<file path="config.mk">
export PLATFORM = sky130hd
export DESIGN_NAME = uart_rx_arbiter_flat
export DESIGN_NICKNAME = d
export VERILOG_FILES = /design/src/rtl/uart_rx_arbiter_pkg.sv /design/src/rtl/uart_rx_arbiter_if.sv /design/src/rtl/uart_rx_arbiter_rr_arb2.sv /design/src/rtl/uart_rx_arbiter.sv /design/src/flat_wrapper.sv
export SDC_FILE = /design/constraint.sdc
export NUM_CORES = 1
export LEC_CHECK = 0
export CORE_AREA = 2 2 55 57
export CTS_CLUSTER_DIAMETER = 200
export DETAILED_ROUTE_END_ITERATION = 12
export DIE_AREA = 0 0 57 59
export GPL_TIMING_DRIVEN = 1
export PLACE_DENSITY = 0.73
export SYNTH_ARGS = -nofsm -noshare
export SYNTH_HDL_FRONTEND = slang
export SYNTH_SLANG_ARGS = --single-unit
</file>
<file path="constraint.sdc">
create_clock -name clk -period 3.07 [get_ports clk]
set_input_delay 0.614 -clock clk [delete_from_list [all_inputs] [get_ports clk]]
set_output_delay 0.614 -clock clk [all_outputs]
set_load 0.005 [all_outputs]
</file>
<file path="src/rtl/uart_rx_arbiter_pkg.sv">
// Shared constants for the UART receive-buffer read side: pointer/count widths
// and the arbiter FSM encodings.
package uart_rx_arbiter_pkg;

  localparam int AW    = 3;
  localparam int DEPTH = 1 << AW;
  localparam int CW    = AW + 1;

  localparam logic [0:0] S_IDLE = 1'b0;
  localparam logic [0:0] S_GAP  = 1'b1;

  typedef logic [AW-1:0] addr_t;
  typedef logic [CW-1:0] count_t;

endpackage

</file>
<file path="src/rtl/uart_rx_arbiter_if.sv">
// Buffer-side and consumer-side signals of the receive arbiter, bundled so the
// arbiter (master) and its environment (slave) share one connection.
interface uart_rx_arbiter_if #(
  parameter int AW = uart_rx_arbiter_pkg::AW
);

  logic [AW-1:0] tail_addr;
  logic          data_rcvd;
  logic [AW-1:0] buf_addr;
  logic [7:0]    buf_data;
  logic [1:0]    req;
  logic [1:0]    out_gnt;
  logic          out_valid;
  logic [7:0]    out_data;

  modport master (
    input  tail_addr, data_rcvd, buf_data, req,
    output buf_addr, out_gnt, out_valid, out_data
  );

  modport slave (
    output tail_addr, data_rcvd, buf_data, req,
    input  buf_addr, out_gnt, out_valid, out_data
  );

endinterface

</file>
<file path="src/rtl/uart_rx_arbiter_rr_arb2.sv">
// Two-way round-robin grant logic; purely combinational, the history bit
// (index of the last winner) is held by the parent.
module uart_rx_arbiter_rr_arb2 (
  input  logic [1:0] req,
  input  logic       last_gnt,
  input  logic       en,
  output logic [1:0] gnt
);

  always_comb begin
    gnt = 2'b00;
    if (en) begin
      case (req)
        2'b01:   gnt = 2'b01;
        2'b10:   gnt = 2'b10;
        2'b11:   gnt = last_gnt ? 2'b01 : 2'b10;
        default: gnt = 2'b00;
      endcase
    end
  end

endmodule

</file>
<file path="src/rtl/uart_rx_arbiter.sv">
// Read-side controller for the 8-entry UART receive buffer: tracks occupancy,
// handles overflow/flush and hands bytes to two consumers round-robin.
module uart_rx_arbiter
  import uart_rx_arbiter_pkg::*;
#(
  parameter int   AW         = uart_rx_arbiter_pkg::AW,
  parameter logic RESET_LAST = 1'b1
) (
  input  logic          clk,
  input  logic          nrst,
  input  logic          enable,
  output logic          rx_en,
  output logic [AW:0]   count,
  output logic          empty,
  output logic          full,
  output logic          overflow,
  input  logic          ovf_clr,
  input  logic          flush,
  uart_rx_arbiter_if.master bus
);

  localparam logic [AW:0] FULL_CNT = {1'b1, {AW{1'b0}}};

  logic [AW-1:0] head;
  logic [AW-1:0] tail_q;
  logic [0:0]    state;
  logic          last_gnt;
  logic          arrive;
  logic          rd_ok;
  logic          ovf_hit;
  logic [1:0]    gnt;

  assign empty        = (count == '0);
  assign full         = (count == FULL_CNT);
  assign bus.buf_addr = head;
  assign arrive       = (bus.tail_addr != tail_q);
  assign ovf_hit      = arrive & full;

  // No read while the head slot is being overwritten by a full-buffer write.
  assign rd_ok = (state == S_IDLE) & ~empty & (|bus.req) & ~flush
               & ~(full & bus.data_rcvd);

  uart_rx_arbiter_rr_arb2 u_arb (
    .req      (bus.req),
    .last_gnt (last_gnt),
    .en       (rd_ok),
    .gnt      (gnt)
  );

  always_ff @(posedge clk) begin
    if (!nrst) begin
      head          <= '0;
      tail_q        <= '0;
      count         <= '0;
      overflow      <= 1'b0;
      bus.out_gnt   <= 2'b00;
      bus.out_valid <= 1'b0;
      bus.out_data  <= 8'h00;
      rx_en         <= 1'b0;
      last_gnt      <= RESET_LAST;
      state         <= S_IDLE;
    end else begin
      rx_en         <= enable;
      tail_q        <= bus.tail_addr;
      bus.out_gnt   <= gnt;
      bus.out_valid <= |gnt;
      if (flush) begin
        head     <= bus.tail_addr;
        count    <= '0;
        overflow <= 1'b0;
        state    <= S_IDLE;
      end else begin
        if (rd_ok) begin
          bus.out_data <= bus.buf_data;
          last_gnt     <= gnt[1];
          state        <= S_GAP;
        end else if (state == S_GAP) begin
          state <= S_IDLE;
        end
        // An overflowing write drops the oldest byte by moving head past it.
        if (rd_ok || ovf_hit)
          head <= head + 1'b1;
        if (arrive && !rd_ok && !full)
          count <= count + 1'b1;
        else if (rd_ok && !arrive)
          count <= count - 1'b1;
        if (ovf_hit)
          overflow <= 1'b1;
        else if (ovf_clr)
          overflow <= 1'b0;
      end
    end
  end

endmodule

</file>
<file path="src/flat_wrapper.sv">
// flat-port wrapper written by rule: the top's interface ports become plain ports
module uart_rx_arbiter_flat import uart_rx_arbiter_pkg::*;
#(
  parameter int   AW         = uart_rx_arbiter_pkg::AW,
  parameter logic RESET_LAST = 1'b1
)
  (clk, nrst, enable, rx_en, count, empty, full, overflow, ovf_clr, flush, bus_tail_addr, bus_data_rcvd, bus_buf_data, bus_req, bus_buf_addr, bus_out_gnt, bus_out_valid, bus_out_data);
  uart_rx_arbiter_if #(.AW(AW)) bus_i ();
  input  logic clk;
  input  logic nrst;
  input  logic enable;
  output logic rx_en;
  output logic [AW:0] count;
  output logic empty;
  output logic full;
  output logic overflow;
  input  logic ovf_clr;
  input  logic flush;
  input wire logic [$bits(bus_i.tail_addr)-1:0] bus_tail_addr;
  input wire logic [$bits(bus_i.data_rcvd)-1:0] bus_data_rcvd;
  input wire logic [$bits(bus_i.buf_data)-1:0] bus_buf_data;
  input wire logic [$bits(bus_i.req)-1:0] bus_req;
  output wire logic [$bits(bus_i.buf_addr)-1:0] bus_buf_addr;
  output wire logic [$bits(bus_i.out_gnt)-1:0] bus_out_gnt;
  output wire logic [$bits(bus_i.out_valid)-1:0] bus_out_valid;
  output wire logic [$bits(bus_i.out_data)-1:0] bus_out_data;
  assign bus_i.tail_addr = bus_tail_addr;
  assign bus_i.data_rcvd = bus_data_rcvd;
  assign bus_i.buf_data = bus_buf_data;
  assign bus_i.req = bus_req;
  assign bus_buf_addr = bus_i.buf_addr;
  assign bus_out_gnt = bus_i.out_gnt;
  assign bus_out_valid = bus_i.out_valid;
  assign bus_out_data = bus_i.out_data;
  uart_rx_arbiter #(.AW(AW), .RESET_LAST(RESET_LAST)) u_core (.clk(clk), .nrst(nrst), .enable(enable), .rx_en(rx_en), .count(count), .empty(empty), .full(full), .overflow(overflow), .ovf_clr(ovf_clr), .flush(flush), .bus(bus_i));
endmodule
</file>
Word-level counts from Yosys, hierarchy flattened. Cells that the tools add are included.

$add $sub $neg: 3. $mul: 0. Divide/modulo/power cells: 0. $lt $le $gt $ge: 0. Equality and inequality tests: 5. Shift operators: 0. Multiplexer cells: 10. Bitwise gates (word level): 11. Reduce and logical (&&, ||, !) cells: 15.

Operators by type and width (number): $mux 4 (2); $and 1x1->1 (6); $mux 3 (2); $pmux 2 s3 (1); $reduce_bool 2->1 (3); $reduce_or 2->1 (3); $not 1->1 (5); $add 4x1->4 const B (1); $eq 2x2->1 const B (2); $eq 4x4->1 const B (1); $logic_not 4->1 (1); $mux 2 (2); $sub 4x1->4 const B (1); $add 3x1->3 const B (1); $logic_and 1x1->1 (3); $logic_not 1->1 (3); $mux 1 (3); $ne 3x3->1 (1); $eq 2x1->1 const B (1); $reduce_and 2->1 (1); $logic_or 1x1->1 (1).

Register bits: 25. Latch bits: 0. Memory bits (writable): 0. Bits in read-only memories: 0. Input bits: 19. Memories: 0.

Logic depth before layout (Yosys ltp).
Depth in word-level cells: 10. Mapped depth: 9. Gate-level depth less buffers: 9.

Hierarchy. Synthesis repeated with hierarchy kept, for this count alone.

Cell total of the unflattened synthesis: 132. Area total of the unflattened synthesis: 1181.1 sq um.

Modules (own cells, without submodules): uart_rx_arbiter (times used 1, cells an instance 127, area an instance 1159.9 sq um); uart_rx_arbiter_rr_arb2 (times used 1, cells an instance 5, area an instance 21.3 sq um).

Worst setup path after synthesis. OpenSTA, ideal clock, no wires.

Kind: input-to-reg. Start: input bus_req[0]. End: register u_core.count[3]. Setup time: 120 ps. Arrival time: 2422 ps. Setup slack: 529 ps. Cell stages on the path: 9. Path buffers: 0. Path through: nor2_1 nor4_2 or3_1 ha_1 a21o_1 a21oi_1 or4_4 a21oi_1 nor3b_2.

Longest elaborated chain between the ends: 8.

RTL lines: start, declared (line flat_wrapper.sv:22) `input wire logic [$bits(bus_i.req)-1:0] bus_req;`; $reduce_or 2->1 (*) (line uart_rx_arbiter.sv:40) `assign rd_ok = (state == S_IDLE) & ~empty & (|bus.req) & ~flush`; $and 1x1->1 (*) (2 in a row) (line uart_rx_arbiter.sv:40); $and 1x1->1 (*) (line uart_rx_arbiter.sv:41) `& ~(full & bus.data_rcvd);`; $logic_not 1->1 (line uart_rx_arbiter.sv:83) `if (arrive && !rd_ok && !full)`; $logic_and 1x1->1 (2 in a row) (line uart_rx_arbiter.sv:83); $mux 4 or $reduce_bool 2->1 (tied branches); end signal, assigned (line uart_rx_arbiter.sv:84) `count <= count + 1'b1;`; end signal, assigned (line uart_rx_arbiter.sv:86) `count <= count - 1'b1;`; end, declared (line uart_rx_arbiter.sv:13) `output logic [AW:0] count,`.

Mark *: on every way between the ends. The rest lies on a longest branch, timed or not. A chain may end at the register's enable or synchronous reset.

Final worst setup path.
Start: input bus_tail_addr[2]. End: register u_core.count[3].

Longest elaborated chain between the ends: 4.

RTL lines: start, declared (line flat_wrapper.sv:19) `input wire logic [$bits(bus_i.tail_addr)-1:0] bus_tail_addr;`; $ne 3x3->1 (*) (line uart_rx_arbiter.sv:36) `assign arrive = (bus.tail_addr != tail_q);`; $logic_and 1x1->1 or $logic_not 1->1 (tied branches) (line uart_rx_arbiter.sv:83, uart_rx_arbiter.sv:85); $logic_and 1x1->1, on equally long branches (line uart_rx_arbiter.sv:83, uart_rx_arbiter.sv:85); $mux 4 or $reduce_bool 2->1 (tied branches).

Marked as above.

==> results.ini <==
[status]
status = finished clean

[worst_hold_path]
hold_path_depth = 2
min_to = u_core.overflow
min_from = u_core.overflow
holdCritPathClass = reg2reg

[finish]
nets = 188
layout_common_cells = clkdlybuf4s50_1 (40), dfxtp_1 (25), mux2i_1 (11)
final_common_cell = clkdlybuf4s50_1
antenna_cells = 0
area_delta_synth_final_pct = 42.1
fin_util = 0.621
drive_above_1_share = 0.140

[power]
vdd_drop_max_v = 0.000320
power.total_w = 0.000760
pwr_density_cell_mw_per_mm2 = 451
p_leak_nw = 0.720

[timing]
fmax_ghz = 0.359
skew_ns = 0.00462
period_needed_ns = 2.79
rsz0062_at_grt = false
setup_viol = 0
finalMaxSlewViolations = 0
slew_headroom = 0.594
hold-worst-slack_ns = 0.505
post-route-period-util = 0.907
hold_violations = 0
worst_pin_slew_ns = 0.607

[place]
place.port_buffers = 40
gp_congestion = 0.887
post-dp-hpwl_um = 1990

[cts]
post_cts_buffers = 0
postCtsHoldBufs = 0
clkLatencyLatePin_ns = 0.31
clock_path_buffers = 2
cts_resized = 0
numCtsBuffers = 3
htree_num_levels = 1
cts_root_buf = clkbuf_4
clock_sinks = 25
cts_tree = built
clk_pin_slew_ns = 0.13

[floorplanning]
die_w_um = 57
rows = 19
design.die.area_mm2 = 0.00336
dieHeight_um = 59
initial_core_util = 0.437
ios = 41
coreArea_mm2 = 0.00271

[yosys]
yosysTopAreaCell = dfxtp_1
syn_area_per_cell_um2 = 10.1
netlist.area_leader.share = 0.422
syn_area_mm2 = 0.00118
yosys-top-cells-area = dfxtp_1 (42%), mux2i_1 (9.3%), nor2b_1 (4.8%), ha_1 (3.2%), a21oi_1 (3.0%)
mappedNetlistNets = 140
synth_cells = 117
ys_types = 40
yosysSeqAreaShare = 0.422
ys_seq_elements = 25
ys_warn_count = 0

[setup_path]
cp.arrival_ns = 3.00
cp.required_ns = 3.28
critical_path_class = in2reg
reg2reg_slack_ns = 0.62
cp-end-kind = flip-flop
rr_worst_depth = 9
rr_startpoint = u_core.count[0]
cp_max_fo = 3
rr_endpoint = u_core.count[3]
start_kind = primary input

[route]
vias = 1020
dr.pass1.iters = 4
drc = 0
first_iter_violations = 16
antenna_left = 0
vias_per_cell = 5.23
wl_per_cell_um = 13.1
wirelength_um = 2550

[grt]
globalRouteTotalUtil = 0.164
grt_pass1_wl_um = 4330
gr-total-overflow = 0
grt_pass1_vias = 1040
grt_max_degree = 22
antenna_found_initial = 0

[flow_run]
drv_cap = 0

worst max-delay path, stage by stage:
cell and delay [ns]:
clkdlybuf4s50_1 0.47, xnor2_1 0.18, and3_4 0.18, or3_1 0.41, ha_1 0.30, a21o_1 0.10
a21oi_1 0.07, or4_4 0.42, a21oi_1 0.18, nor3b_2 0.06
cells by family after synthesis:
| logic type | synth area share |
|---|---|
| fa+ha+maj | 0.0486 |
| xor+xnor | 0.0296 |
| compound gates | 0.116 |
| flops | 0.422 |
| mux | 0.102 |
| buf+inv | 0.0201 |
| simple gates | 0.261 |
power by group:
part           internal (W)  total (W)  switching (W)
Sequential         0.000349   0.000372      0.0000235
Clock             0.0000487   0.000142      0.0000933
Combinational      0.000140   0.000246       0.000106
stage by stage:
step | cell area, um2 | TNS [ns] | setup WS, ns | cells
final | 1680 | 0 | 0.284 | 195
after global routing | 1680 | 0 | 0.200 | 195
after CTS | 1680 | 0 | 0.326 | 195
after detailed placement | 1660 | -0.0229 | -0.0229 | 191
after global placement | 1660 | 0 | 0.0465 | 191
after floorplan | 1180 | 0 | 0.529 | 117
routing by layer:
layer	vias up	global-route usage	part of all wire
met2	24	0.304	0.53
met4	0	0.0631	0.0063
met3	2	0.0218	0.036
met1	488	0.193	0.42
li1	506	-	-
met5	-	0	0
worst max-delay path by stage:
stage	from	end	slack, ns	cells past startpoint
after floorplan	bus_req[0]	u_core.count[3]	0.53	9
after global placement	bus_tail_addr[2]	u_core.count[3]	0.05	10
after detailed placement	bus_tail_addr[2]	u_core.count[3]	-0.02	10
after CTS	bus_tail_addr[2]	u_core.count[3]	0.33	10
after global routing	bus_tail_addr[2]	u_core.count[3]	0.20	10
final	bus_tail_addr[2]	u_core.count[3]	0.28	10
Yosys cell counts (all sizes together):
| cell | instances |
|---|---|
| or3 | 2 |
| a211oi | 1 |
| nand2b | 1 |
| and3 | 5 |
| a21oi | 7 |
| nor3b | 2 |
| inv | 3 |
| nand3 | 3 |
| o21a | 1 |
| nor2b | 9 |
| nor2 | 7 |
| nand2 | 5 |
| or4 | 1 |
| nand4 | 1 |
| clkbuf | 2 |
| a22o | 1 |
| xor2 | 1 |
| mux2i | 11 |
| nor3 | 5 |
| a311oi | 1 |
| o21ai | 5 |
| mux2 | 1 |
| fa | 1 |
| and2 | 4 |
| nor4 | 1 |
| dfxtp | 25 |
| o211ai | 1 |
| a21boi | 1 |
| a21o | 2 |
| xnor2 | 3 |
| buf | 1 |
| ha | 3 |
area by class of cell:
class	count	area (um2)
inverter	3	11.3
clock inverter	1	5.00
clock buffer	3	22.5
multi-input combinational	86	661
fill	252	1030
sequential	25	500
tap	31	38.8
timing repair buffer	46	445
sequential cells by signal, summed over array words and instances, names as in the netlist:
register	count
u_core.last_gnt	1
u_core.rx_en	1
u_core.bus.out_data	8
u_core.overflow	1
u_core.bus.out_valid	1
u_core.state	1
u_core.count	4
u_core.tail_q	3
u_core.bus.buf_addr	3
u_core.bus.out_gnt	2
Power figures use the tool's default switching activity.
